`config.mk`:
```
export PLATFORM = sky130hd
export DESIGN_NAME = up_down_counter_5bit
export DESIGN_NICKNAME = d
export VERILOG_FILES = /design/src/rtl/up_down_counter_5bit.sv
export SDC_FILE = /design/constraint.sdc
export NUM_CORES = 1
export LEC_CHECK = 0
export ABC_AREA = 1
export BUFFER_PORTS_ARGS = -buffer_cell sky130_fd_sc_hd__buf_4
export CORE_AREA = 2 2 39 41
export CTS_BUF_LIST = sky130_fd_sc_hd__clkbuf_4
export CTS_CLUSTER_DIAMETER = 80
export DETAILED_ROUTE_END_ITERATION = 16
export DIE_AREA = 0 0 41 43
export GPL_TIMING_DRIVEN = 1
export PLACE_DENSITY = 0.66
export RECOVER_POWER = 25
export SLEW_MARGIN = 20
export SYNTH_ARGS = -nofsm -noshare
export SYNTH_HDL_FRONTEND = slang
export SYNTH_SLANG_ARGS = --single-unit
```
`constraint.sdc`:
```
create_clock -name clk -period 1.4 [get_ports clk]
set_input_delay 0 -clock clk [delete_from_list [all_inputs] [get_ports clk]]
set_output_delay 0 -clock clk [all_outputs]
set_load 0.02 [all_outputs]
```
`src/rtl/up_down_counter_5bit.sv`:
```
// Loadable up/down counter that saturates at 0 and at all-ones, with terminal-value flags.
// Priority per edge: load, then down, then up, then hold.
module up_down_counter_5bit #(
  parameter int WIDTH = 5
) (
  input  logic             clk,
  input  logic             rst_n,
  input  logic [WIDTH-1:0] IN,
  input  logic             load,
  input  logic             up,
  input  logic             down,
  output logic [WIDTH-1:0] Counter,
  output logic             high,
  output logic             low
);

  localparam logic [WIDTH-1:0] MAX_VAL  = '1;
  localparam logic [WIDTH-1:0] ZERO_VAL = '0;
  localparam logic [WIDTH-1:0] ONE_VAL  = {{(WIDTH-1){1'b0}}, 1'b1};

  logic [WIDTH-1:0] count_q;
  logic [WIDTH-1:0] count_d;
  logic             at_max;
  logic             at_zero;

  assign at_max  = (count_q == MAX_VAL);
  assign at_zero = (count_q == ZERO_VAL);

  // A blocked decrement at zero still takes priority, so up is ignored there.
  always_comb begin
    count_d = count_q;
    if (load) begin
      count_d = IN;
    end else if (down) begin
      if (!at_zero) begin
        count_d = count_q - ONE_VAL;
      end
    end else if (up) begin
      if (!at_max) begin
        count_d = count_q + ONE_VAL;
      end
    end
  end

  always_ff @(posedge clk or negedge rst_n) begin
    if (!rst_n) begin
      count_q <= ZERO_VAL;
    end else begin
      count_q <= count_d;
    end
  end

  assign Counter = count_q;
  assign high    = at_max;
  assign low     = at_zero;

endmodule

```
==> metrics.md <==
| Metric | Value |
|---|---|
| Sum of buffers and inverters on the critical path | `1` |
| Period minus WS final | `between 1 and 1.5 ns` |
| Netlist cell types | `15` |
| Synth area leaders | `dfrtp_1, nand2_1, nand3_1` |
| Crit-path leading delay family | `flip-flops` |
| Flop pwr share | `24.1%` |
| Site Rows | `14` |
| Via count | `530` |
| Flops & latches, synth | `5` |
| Antenna fix cells | `0` |
| CTS Buf Count | `3` |
| Final period utilization | `a little over nine tenths` |
| CP max stage cell | `dfrtp_1` |
| Clock sink count | `5` |
| Simple-Gate Fraction of Synth Area | `43.9%` |
| Dpl hpwl | `between 900 and 1000 µm` |
| Setup_tns | `0 ns` |
| Startpoint Class | `flop` |
| Max Clock Skew | `0.00786 ns` |
| Final-report hold violation count | `0` |
| Root buffer cell | `clkbuf_4` |
| Syn. warnings | `0` |
| Vias in the first global route | `440` |
| Post-route ant nets | `0` |
| Leakage | `0.383 nW` |
| Crit path top cell by count | `nand2_1` |
| Clock Power Share | `a little over a fifth` |
| Critical Path End Type | `flop` |
| Worst-Margin Slew | `0.305 ns` |
| Net switching power | `roughly 0.38 mW` |
| TritonRoute pass-1 iters | `4` |
| Cell area after synthesis | `between 400 and 500 µm²` |
| Vias per cell | `roughly 4.9` |
| DRT iter0 DRCs | `17` |
| Cell area after layout | `roughly 700 µm²` |
| Avg Cell Area, Syn | `6.69 µm²` |
| Adder-cell share of the synthesized area | `between 10 and 15%` |
| Highest Clock Rate | `approximately 750 MHz` |
| CP peak stage delay | `approximately 0.43 ns` |
| Fillers | `142` |
| Die X-Extent | `~41 µm` |
| Post-Synthesis Cells | `67` |
| WP data arrival | `1.48 ns` |
| I/O Buffers | `16` |
| Antenna violations before repair | `0` |
| Critical path, cell by cell | `buf_6 > ha_1 > nand3_2 > nand2_1 > nand2_1 > nand3_1 > nand3_2 > nand2_1` |
| Area Growth Syn to Fin | `56.1%` |
| XOR/XNOR Fraction of Synth Area | `1.96%` |
| Setup-failing EPs final | `0` |
| Core ar. | `approximately 1400 µm²` |
| Drt total wl | `around 1300 µm` |
| Crit Path Category | `flop to flop` |
| Largest family of logic cells by synthesized area | `simple AND/OR/NAND/NOR gates` |
| H-tree Lvls | `1` |
| Placed cell area | `619 µm²` |
| Total power | `slightly above 0.9 mW` |
| Syn nets | `slightly above 80` |
| Run status | `finished clean` |
| Post-synthesis compound-gate area fraction | `around 6.4%` |
| Power per cell area | `around 1300 nW/µm²` |
| Max VDD drop | `approximately 0.43 mV` |
| Initial Util | `approximately a third` |
| Die Y | `about 43 µm` |
| # IOs | `17` |
| P_int | `0.549 mW` |
| Worst min path class | `input port to flop` |
| Die area | `1760 µm²` |
| Worst-path clk slew | `approximately 0.05 ns` |
| Routability cong. | `~0.8` |
| Max Cap Viol | `0` |
| Synth top area share | `between 20% and 30%` |
| Leading area contributor after synthesis | `dfrtp_1` |
| # DRC | `0` |
| Clock buffer depth | `2` |
| Gr ovfl total | `0` |
| WP data required | `1.54 ns` |
| Seq/Total Area, Yosys | `between 20% and 30%` |
| Gate power share | `about 55%` |
| Relative slew slack | `79.7%` |
| Largest net degree at the start of global routing | `9` |
| Total GRT Usage | `between 10% and 20%` |
| Nets | `around 110` |
| Worst-path maximum fanout | `4` |
| Max reg flops | `5` |
| Detailed-route wire length per cell | `11.5 µm` |
| Share of cells above drive strength 1 | `about 40%` |
| First-pass GRT wire length | `~1900 µm` |
| CTS tree | `done` |
| Clk Latency, worst-skew pair | `about 0.25 ns` |
| Max Slew Vio Count | `0` |
| Multiplexer share of the synthesized area | `0%` |
| Switching Share | `roughly two fifths` |
[layer usage]
metal | GRT usage (%) | vias to the layer above | wire length [µm]
met5 | 0 | - | 0
met4 | 8.00 | 0 | 22
met3 | 2.09 | 3 | 86
met2 | 26.3 | 24 | 635
met1 | 18.2 | 236 | 508
li1 | - | 267 | -
[through the flow]
step           utilization [%]  hold slack [ns]  worst slack [ns]  instances
6_report                  50.5           0.0547            0.0605        109
5_1_grt                   50.5           0.0820           -0.0200        109
4_1_cts                   47.6           0.0588            0.0197        108
3_5_place_dp              44.8           -0.194            0.0354        103
3_3_place_gp              44.8           -0.196            0.0400        103
2_1_floorplan                -           -0.296           0.00569         67
[Yosys cell counts]
library cell   n
or2_2          2
o21ai_0        2
nand3_1       10
dfrtp_1        5
nand3_4        1
inv_2          1
inv_1          6
fa_1           1
nor2_1         4
o21ai_2        1
xnor2_1        1
ha_1           3
clkinv_2       1
a21oi_1        2
nand2_1       27
[worst paths after layout]
check                           start         end  slack (ns)  cells past startpoint
setup / recovery           Counter[1]  Counter[3]        0.06                      8
hold / removal                  IN[0]  Counter[0]        0.05                      5
setup reg to reg           Counter[1]  Counter[3]        0.06                      8
hold reg to reg            Counter[4]  Counter[4]        0.59                      2
max in group asynchronous       rst_n  Counter[0]        1.01                      2
min in group asynchronous       rst_n  Counter[4]        0.14                      2
[cell usage in the layout (no fill, tap or decap), types with 2 or more instances in the layout]
| cell | n |
|---|---|
| nand3_1 | 8 |
| nand2_1 | 27 |
| o21ai_0 | 2 |
| clkbuf_4 | 4 |
| nand3_2 | 2 |
| buf_4 | 19 |
| ha_1 | 2 |
| or2_2 | 2 |
| nor2_1 | 4 |
| a21oi_2 | 2 |
| inv_1 | 6 |
| dfrtp_1 | 4 |
[cell type report]
type | instances | area (µm²) | area share (%)
multi-input combinational | 54 | 324 | 46.3
timing repair buffer | 22 | 168 | 24.0
sequential | 5 | 126 | 18.1
inverter | 8 | 31.3 | 4.47
clock buffer | 4 | 30.0 | 4.29
tap | 16 | 20.0 | 2.86
[power groups by stage]
stage	logic (mW)	registers (mW)	clock network [mW]
finish	0.510	0.224	0.196
global route	0.564	0.227	0.203
CTS	0.457	0.217	0.197
detailed placement	0.451	0.219	0
floorplan	0.210	0.270	0
global placement	0.445	0.221	0
[logic make-up (layout without fill, tap and decap cells)]
| kind of cell | after synthesis | count (layout) |
|---|---|---|
| xor gates and xnor gates | 1 | 1 |
| and+or+nand+nor | 44 | 44 |
| adders and majority gates | 4 | 4 |
| AOI/OAI and AO/OA | 5 | 5 |
| DFF | 5 | 5 |
| buffers and inverters | 8 | 34 |
[tightest hold or removal path, cell delays in order]
cell and delay (ns):
buf_4 0.07, nand2_1 0.04, o21ai_0 0.06, nand2_1 0.05, nand2_1 0.05
[repair_timing]
| action | 4_1_cts | 5_1_grt |
|---|---|---|
| setup endpoints to repair | 0 | 3 |
| hold buffers | 1 | 0 |
| setup buffers | 0 | 1 |
| gates resized for setup | 0 | 7 |
| hold endpoints to repair | 5 | 0 |
Note: power is estimated with default switching activity, not from simulation.
